--- src/rtl/disease_name_streamer.sv ---
// Streams one chest X-ray class name from a constant ROM as ASCII bytes over
// valid/ready, with trailing pad spaces removed and an optional CR/LF terminator.
module disease_name_streamer #(
  parameter int NUM_CLASSES    = 15,
  parameter int NAME_LENGTH    = 32,
  parameter int APPEND_NEWLINE = 1,
  parameter int IDX_W          = $clog2(NUM_CLASSES + 1),
  localparam int LN_W          = $clog2(NAME_LENGTH + 1)
) (
  input  logic             clk,
  input  logic             rst_n,
  input  logic             req_valid,
  output logic             req_ready,
  input  logic [IDX_W-1:0] req_class,
  output logic             out_valid,
  input  logic             out_ready,
  output logic [7:0]       out_char,
  output logic             out_last,
  output logic             busy,
  output logic [LN_W-1:0]  name_len,
  output logic             err_invalid
);

  localparam bit APPEND = (APPEND_NEWLINE != 0);

  typedef enum logic [1:0] {IDLE, NAME, TERM_CR, TERM_LF} state_t;

  // First character lives in the most significant byte; the rest is 0x20 padding.
  function automatic logic [8*NAME_LENGTH-1:0] rom_entry(input logic [IDX_W-1:0] idx);
    rom_entry = {NAME_LENGTH{8'h20}};
    case (int'(idx))
      0:  rom_entry[8*NAME_LENGTH-1 -: 8*10] = "No Finding";
      1:  rom_entry[8*NAME_LENGTH-1 -: 8*12] = "Infiltration";
      2:  rom_entry[8*NAME_LENGTH-1 -: 8*11] = "Atelectasis";
      3:  rom_entry[8*NAME_LENGTH-1 -: 8*8]  = "Effusion";
      4:  rom_entry[8*NAME_LENGTH-1 -: 8*6]  = "Nodule";
      5:  rom_entry[8*NAME_LENGTH-1 -: 8*12] = "Pneumothorax";
      6:  rom_entry[8*NAME_LENGTH-1 -: 8*4]  = "Mass";
      7:  rom_entry[8*NAME_LENGTH-1 -: 8*13] = "Consolidation";
      8:  rom_entry[8*NAME_LENGTH-1 -: 8*18] = "Pleural Thickening";
      9:  rom_entry[8*NAME_LENGTH-1 -: 8*12] = "Cardiomegaly";
      10: rom_entry[8*NAME_LENGTH-1 -: 8*9]  = "Emphysema";
      11: rom_entry[8*NAME_LENGTH-1 -: 8*8]  = "Fibrosis";
      12: rom_entry[8*NAME_LENGTH-1 -: 8*5]  = "Edema";
      13: rom_entry[8*NAME_LENGTH-1 -: 8*9]  = "Pneumonia";
      14: rom_entry[8*NAME_LENGTH-1 -: 8*6]  = "Hernia";
      default: ;
    endcase
  endfunction

  // Trimmed lengths as a constant table; entries beyond the named set are blank.
  function automatic logic [LN_W-1:0] name_trim(input logic [IDX_W-1:0] idx);
    case (int'(idx))
      0: name_trim = LN_W'(10);  1: name_trim = LN_W'(12);  2: name_trim = LN_W'(11);
      3: name_trim = LN_W'(8);   4: name_trim = LN_W'(6);   5: name_trim = LN_W'(12);
      6: name_trim = LN_W'(4);   7: name_trim = LN_W'(13);  8: name_trim = LN_W'(18);
      9: name_trim = LN_W'(12);  10: name_trim = LN_W'(9);  11: name_trim = LN_W'(8);
      12: name_trim = LN_W'(5);  13: name_trim = LN_W'(9);  14: name_trim = LN_W'(6);
      default: name_trim = '0;
    endcase
  endfunction

  function automatic logic [7:0] rom_char(input logic [IDX_W-1:0] idx, input logic [LN_W-1:0] pos);
    logic [8*NAME_LENGTH-1:0] e;
    e = rom_entry(idx);
    rom_char = 8'h20;
    if (int'(pos) < NAME_LENGTH) rom_char = e[8*(NAME_LENGTH-1-int'(pos)) +: 8];
  endfunction

  state_t           state_q, state_d;
  logic [IDX_W-1:0] idx_q, idx_d;
  logic [LN_W-1:0]  ptr_q, ptr_d;
  logic [LN_W-1:0]  len_q, len_d;
  logic [7:0]       char_q, char_d;
  logic             last_q, last_d;
  logic             valid_q, valid_d;
  logic             err_q, err_d;
  logic             hs, invalid;
  logic [LN_W-1:0]  new_len;

  always_comb begin
    state_d = state_q;
    idx_d   = idx_q;
    ptr_d   = ptr_q;
    len_d   = len_q;
    char_d  = char_q;
    last_d  = last_q;
    valid_d = valid_q;
    err_d   = err_q;
    hs      = valid_q && out_ready;
    invalid = (int'(req_class) >= NUM_CLASSES);
    new_len = invalid ? LN_W'(1) : name_trim(req_class);
    case (state_q)
      IDLE: if (req_valid) begin
        idx_d   = req_class;
        ptr_d   = '0;
        len_d   = new_len;
        err_d   = invalid;
        valid_d = 1'b1;
        if (new_len == '0 && APPEND) begin
          state_d = TERM_CR;
          char_d  = 8'h0D;
          last_d  = 1'b0;
        end else begin
          // A blank name without terminator still emits one space so the message is never empty.
          state_d = NAME;
          char_d  = invalid ? 8'h3F : rom_char(req_class, '0);
          last_d  = !APPEND && (new_len <= LN_W'(1));
        end
      end
      NAME: if (hs) begin
        if (int'(ptr_q) + 1 < int'(len_q)) begin
          ptr_d  = ptr_q + 1'b1;
          char_d = rom_char(idx_q, ptr_q + 1'b1);
          last_d = !APPEND && (int'(ptr_q) + 2 == int'(len_q));
        end else if (APPEND) begin
          state_d = TERM_CR;
          char_d  = 8'h0D;
          last_d  = 1'b0;
        end else begin
          state_d = IDLE;
          valid_d = 1'b0;
          last_d  = 1'b0;
        end
      end
      TERM_CR: if (hs) begin
        state_d = TERM_LF;
        char_d  = 8'h0A;
        last_d  = 1'b1;
      end
      TERM_LF: if (hs) begin
        state_d = IDLE;
        valid_d = 1'b0;
        last_d  = 1'b0;
      end
      default: state_d = IDLE;
    endcase
  end

  always_ff @(posedge clk or negedge rst_n) begin
    if (!rst_n) begin
      state_q <= IDLE;
      idx_q   <= '0;
      ptr_q   <= '0;
      len_q   <= '0;
      char_q  <= 8'h00;
      last_q  <= 1'b0;
      valid_q <= 1'b0;
      err_q   <= 1'b0;
    end else begin
      state_q <= state_d;
      idx_q   <= idx_d;
      ptr_q   <= ptr_d;
      len_q   <= len_d;
      char_q  <= char_d;
      last_q  <= last_d;
      valid_q <= valid_d;
      err_q   <= err_d;
    end
  end

  assign req_ready   = (state_q == IDLE);
  assign busy        = (state_q != IDLE);
  assign out_valid   = valid_q;
  assign out_char    = char_q;
  assign out_last    = last_q;
  assign name_len    = len_q;
  assign err_invalid = err_q;

endmodule

--- config.mk ---
export PLATFORM = sky130hd
export DESIGN_NAME = disease_name_streamer
export DESIGN_NICKNAME = d
export VERILOG_FILES = /design/src/rtl/disease_name_streamer.sv
export SDC_FILE = /design/constraint.sdc
export NUM_CORES = 1
export LEC_CHECK = 0
export CAP_MARGIN = 20
export CORE_MARGIN = 2
export CORE_UTILIZATION = 55
export DETAILED_ROUTE_END_ITERATION = 8
export PLACE_DENSITY = 0.88
export SYNTH_ARGS = -nofsm -noshare
export SYNTH_HDL_FRONTEND = slang
export SYNTH_SLANG_ARGS = --single-unit
export TNS_END_PERCENT = 50
--- constraint.sdc ---
create_clock -name clk -period 3 [get_ports clk]
set_clock_uncertainty 0.15 [all_clocks]
set_input_delay 0.6 -clock clk [delete_from_list [all_inputs] [get_ports clk]]
set_output_delay 0.6 -clock clk [all_outputs]
set_load 0.02 [all_outputs]
# --- Word level (Yosys, flattened, before mapping) ---
# Memories as Yosys holds them, arrays and structs flattened.
# Index checks and enable logic that the tools add are counted.
word_totals:
  reg_bits: 29
  rom_bits: 80
  memories: 1
memory_table:
  columns: ["name", "depth", "word_bits", "rd", "rd_clocked_by_memory_dff", "write_ports", "line", "text"]
  rows:
  - ["(no name shown)", 16, 5, 1, 0, 0, "53", "case (int'(idx))"]
classes:
  addsub: 3
  magnitude_cmp: 3
  eq_ne: 38
  shift: 1
  muxes: 67
  n_reduce_logical: 27
op_table:
  columns: ["op", "n"]
  rows:
  - ["$pmux 31 s14", 2]
  - ["$shiftx 256x10->8", 1]
  - ["$mux 8", 28]
  - ["$pmux 15 s11", 1]
  - ["$pmux 7 s9", 2]
  - ["$mux 40", 3]
  - ["$mux 32", 3]
  - ["$pmux 7 s5", 2]
  - ["$eq 4x4->1 const B", 14]
  - ["$pmux 7 s7", 1]
  - ["$mux 16", 3]
  - ["$pmux 7 s6", 1]
  - ["$mux 39", 1]
  - ["$eq 4x3->1 const B", 8]
  - ["$mux 6", 4]
  - ["$pmux 8 s3", 1]
  - ["$reduce_or 2->1", 9]
  - ["$eq 4x2->1 const B", 4]
  - ["$pmux 7 s2", 1]
  - ["$mux 2", 6]
  - ["$ne 2x2->1 const B", 6]
  - ["$pmux 6 s2", 1]
  - ["$reduce_or 3->1", 3]
  - ["$eq 4x1->1 const B", 2]
  - ["other kinds (23)", 32]

# --- Depth between registers and ports, before layout ---
# Gate-level depths: netlist of the first run.
logic_depth:
  ltp_word: 11
  mapped_depth: 12
  mapped_depth_nobuf: 11

# --- Least setup slack after synthesis of the first run ---
# No wires, ideal clock.
synth_path:
  path_kind: "flip-flop to flip-flop"
  from: "reg ptr_q[0]"
  to: "reg ptr_q[0]"
  arrival_time_ns: 2.661
  slack_ns: 0.070
  path_stages_with_launch: 13
  synth_period_minus_slack_ns: 2.930
  cell_sequence: "dfrtp_1 buf_2 and3_1 buf_2 xnor2_4 clkinv_1 ha_1 o21ai_0 a21oi_1 nor3_2 nand4_1 a21o_1 a21o_1"
synth_between:
  elab_chain_cells: 4
  word_cells_on_any_way: 8
synth_rtl:
  columns: ["item", "line", "text"]
  rows:
  - ["start: declaration", "72", "logic [LN_W-1:0] ptr_q, ptr_d;"]
  - ["start signal: assignment", "153", "ptr_q <= ptr_d;"]
  - ["$add 6x1->7 or $add 6x1->6 (tied branches)", "112, 113", null]
  - ["$lt 7x6->1 or $mux 6 (tied branches)", "112", "if (int'(ptr_q) + 1 < int'(len_q)) begin"]
  - ["$ne 2x2->1 (no line) or $mux 6 (tied branches)", null, null]
  - ["$reduce_and 4->1 (no line) or $pmux 6 s2 (tied branches)", null, null]
# Several ways; a longest one is shown, not always the timed one. The select of a mux whose other input is x is not followed.
# A chain may end at the register's enable or synchronous reset.

# --- Final worst setup path of the first run ---
layout_path:
  from: "reg ptr_q[1]"
  to: "reg char_q[3] (netlist: out_char[3])"
layout_between:
  elab_chain_cells: 7
  word_cells_on_any_way: 10
layout_rtl:
  columns: ["item", "line", "text"]
  rows:
  - ["$add 6x1->6", "114", "char_d = rom_char(idx_q, ptr_q + 1'b1);"]
  - ["$sub 5x6->7", "67", "if (int'(pos) < NAME_LENGTH) rom_char = e[8*(NAME_LENGTH-1-int'(pos)) +: 8];"]
  - ["$shiftx 256x10->8", "67", null]
  - ["$mux 8", "67", null]
  - ["$mux 8 (*)", "112", null]
  - ["$mux 8 (*)", "111", "NAME: if (hs) begin"]
  - ["$pmux 8 s3 (*)", "93", "case (state_q)"]
  - ["end signal: assignment", "155", "char_q <= char_d;"]
  - ["end: declaration", "74", "logic [7:0] char_q, char_d;"]
# Mark *: on every way between the ends. The rest lies on a longest branch, timed or not. The select of a mux whose other input is x is not followed.

==> out/summary.txt, run 1 <==
Crit end category -> register
Final hold viol count -> 0
Max IR drop VDD -> 0.000245 V
Ys Warns -> 0
Total track usage -> 0.346
CTS Sinks -> 27
Die Ht -> 85.4 um
Via count -> 4419
Area growth, synth to finish -> 14.3%
DRT iter0 DRCs -> 620
Most used DFF post-synth -> dfrtp_1
Starting Density -> 0.571
R2R Setup Slk -> 190 ps
Critical Path Start Type -> register
IO Count -> 27
Worst Tran Pin Value -> 705 ps
Synth cell types -> 69
Antenna viol nets, final -> 0
Tmin final -> 2810 ps
Switching pwr -> 0.000170 W
Placer Congestion -> 1.04
PortBufs -> 24
Crit path max fanout -> 5
Synth async-reset ratio -> 1.00
CP bufs+invs -> 2
Core Box Area -> 6390 um^2
Clock share of power -> 0.314
CP peak stage delay -> 420 ps
Crit-path leading delay family -> adder cells
Die ar. -> 7300 um^2
FF+latch count, synth -> 27
Footprint of the multi-input gates -> 2690 um^2
Initial antenna violation count -> 0
F_max -> 356 MHz
DR pass1 iterations -> 7
CTS tree -> yes
Worst rel slew slack -> 0.529
CTS Hold Bufs -> 0
Nets -> 570
Crit path max-delay cell type -> dfrtp_1
Buffer depth of the longest clock path -> 2
Part of the power in registers -> 0.557
Critical path type -> reg -> reg
Leakage power -> 1.73 nW
# diodes -> 0
Post-Syn Area -> 3650 um^2
Setup TNS Final -> 0 ps
CP Launch Point -> ptr_q[1]
Most used cell, CP -> a21oi_1
Fill count -> 542
GRT overflow -> 0
Slew Viols, Final -> 0
DP Cell Count -> 622
Residual DRC -> 0
WL/cell -> 20.3 um
Vias in the first global route -> 3993
EDFF count, synth -> 0
Worst skew pair latency -> 280 ps
HP Start -> err_invalid
Crit path DAT -> 2810 ps
Pwr/cell area -> 162 nW/um^2
Gate Count Post-Synth -> 527
Clock transition at the registers of the reported paths -> 90 ps
Period utilization -> 0.935
Critical Path RT -> 3010 ps
# Max-Cap Violations -> 0
WL final -> 12800 um
Reg2reg start -> ptr_q[1]
Num rows -> 29
Register area -> 678 um^2
Post-DP HPWL -> 9460 um
Sw Ratio -> 0.253
Pin count of the biggest net entering global routing -> 40
# setup viols final -> 0
Clock root buffer -> clkbuf_8
Syn Area/Cell -> 6.92 um^2
First-pass GRT wire length -> 20400 um
Die X-Extent -> 85.4 um
Total Power -> 0.000673 W
Finished Layout Cells -> 628
Internal power -> 0.000503 W
Fraction of layout cells with a size suffix above 1 -> 0.120
Combinational power share -> 0.129
Sequential element share of the synthesized area -> 0.185
Number of CTS-inserted buffers -> 3
Outcome -> completed
HP Class -> reg -> reg
Worst-path cell chain -> ha_2 > nand3_1 > xnor2_2 > clkinv_1 > ha_1 > o21ai_0 > a21oi_1 > nor3_2 > buf_4 > o31ai_1 > a21oi_1 > o22ai_1
Number of H-tree levels -> 1
Routed vias/inst -> 7.04
==> state kept, by name (all words and copies together), names as in the netlist <==
| name | flops |
|---|---|
| ptr_q | 6 |
| name_len | 5 |
| out_char | 7 |
| idx_q | 4 |
| state_q | 2 |
| out_valid | 1 |
| out_last | 1 |
| err_invalid | 1 |
==> worst register-to-register path, stage by stage (launching register included) <==
cell and delay (ps):
dfrtp_1 420, ha_2 240, nand3_1 130, xnor2_2 260, clkinv_1 160, ha_1 300
o21ai_0 80, a21oi_1 80, nor3_2 290, buf_4 210, o31ai_1 80, a21oi_1 180
o22ai_1 120
==> stage by stage <==
stage | instance area (um^2) | setup slack, ps | hold slack [ps] | utilization
6_report | 4170 | 194 | 356 | 0.653
3_5_place_dp | 4100 | 200 | 326 | 0.641
2_1_floorplan | 3650 | 70.4 | 154 | -
3_3_place_gp | 4100 | 275 | 322 | 0.641
4_1_cts | 4140 | 176 | 355 | 0.648
5_1_grt | 4170 | -45.8 | 393 | 0.653
==> metal layers <==
metal  GRT usage  share of wire  vias up
li1            -              -     2002
met1       0.455           0.40     2022
met2       0.527           0.45      315
met3      0.0535          0.094       80
met4       0.219          0.065        0
met5           0              0        -
==> repair_timing <==
item / CTS / global route
setup buffers: 0 / 2
resized for setup: 0 / 5
endpoints found under the setup margin: 0 / 14
==> layout by cell type (no fill, tap or decap), types with 3 or more instances in the layout <==
cell type | netlist | layout
clkinv_1 | 3 | 3
nor2b_1 | 19 | 19
nand2_1 | 58 | 58
nand4_1 | 6 | 6
and3_1 | 6 | 5
nor3_1 | 13 | 13
a221oi_1 | 8 | 8
nor2_1 | 51 | 51
o221ai_1 | 9 | 9
o22ai_1 | 8 | 8
o21ai_0 | 46 | 46
a31oi_1 | 15 | 15
mux2_2 | 6 | 6
a21boi_0 | 3 | 3
nor4_1 | 3 | 3
buf_4 | 3 | 43
dfrtp_1 | 27 | 25
xor2_1 | 3 | 3
a21o_1 | 9 | 9
a21oi_1 | 33 | 33
mux2i_1 | 8 | 8
clkdlybuf4s50_1 | 0 | 24
o211ai_1 | 6 | 6
clkbuf_8 | 0 | 3
a22oi_1 | 4 | 4
nand3_1 | 15 | 15
inv_1 | 17 | 17
a211oi_1 | 10 | 10
xnor2_1 | 5 | 4
nand2b_1 | 11 | 11
ha_1 | 10 | 9
o31a_1 | 4 | 4
o31ai_1 | 8 | 8
and2_1 | 8 | 8
==> cell families after synthesis <==
| family | after synthesis | synth area share |
|---|---|---|
| and+or+nand+nor | 201 | 0.266 |
| AOI/OAI and AO/OA | 195 | 0.361 |
| buffers and inverters | 69 | 0.0813 |
| DFF | 27 | 0.185 |
| muxes | 15 | 0.0446 |
| adders and majority gates | 10 | 0.0343 |
| xor gates and xnor gates | 9 | 0.0268 |
| other | 1 | 0.00103 |
==> path summary, 6_finish.rpt <==
kind / endpoint / cells after the start
worst max-delay path: out_char[3] / 12
worst min-delay path: err_invalid / 2
worst max register to register: out_char[3] / 12
worst min register to register: err_invalid / 2
max in group asynchronous: ptr_q[0] / 2
min in group asynchronous: out_valid / 2
==> power by group through the flow <==
stage	sequential [W]	clock [W]	combinational, W
floorplan	0.000389	0	0.0000386
global placement	0.000382	0	0.0000849
detailed placement	0.000382	0	0.0000859
CTS	0.000375	0.000213	0.0000865
global route	0.000376	0.000225	0.0000955
finish	0.000375	0.000212	0.0000867
==> synthesized netlist by cell type, drive strengths merged (3+ instances only) <==
library cell	instances	area, um^2
o31ai	8	60.1
nor2	51	191
dfrtp	27	676
a221oi	9	85.1
or2	3	18.8
o22ai	8	50.1
nor4	3	18.8
xnor2	6	71.3
and2	8	50.1
o221ai	9	78.8
o21ai	46	230
nand2	58	218
a21oi	33	165
and3	6	37.5
buf	26	135
ha	10	125
a21boi	3	22.5
clkinv	3	11.3
nand2b	11	68.8
clkbuf	23	86.3
mux2i	8	80.1
nor2b	19	119
o211ai	6	45.0
a31oi	15	93.8
a211oi	10	75.1
a21o	9	67.6
a22oi	4	30.0
nand3	15	75.1
mux2	7	82.6
inv	17	63.8
o31a	4	35.0
xor2	3	26.3
nor3	14	75.1
nand4	6	37.5
==> final cells by class <==
| type | count | area share |
|---|---|---|
| tap | 77 | 0.0231 |
| multi-input combinational | 432 | 0.646 |
| inverter | 20 | 0.0180 |
| sequential | 27 | 0.163 |
| timing repair buffer | 68 | 0.140 |
| clock buffer | 4 | 0.0108 |
Power figures use the tool's default switching activity.
==> inputs of run 2 (changes only) <==
- CTS_CLUSTER_DIAMETER: default -> 60
==> results of run 2 <==
Same layout as run 1: the final DEF is identical, and so are final timing and power.
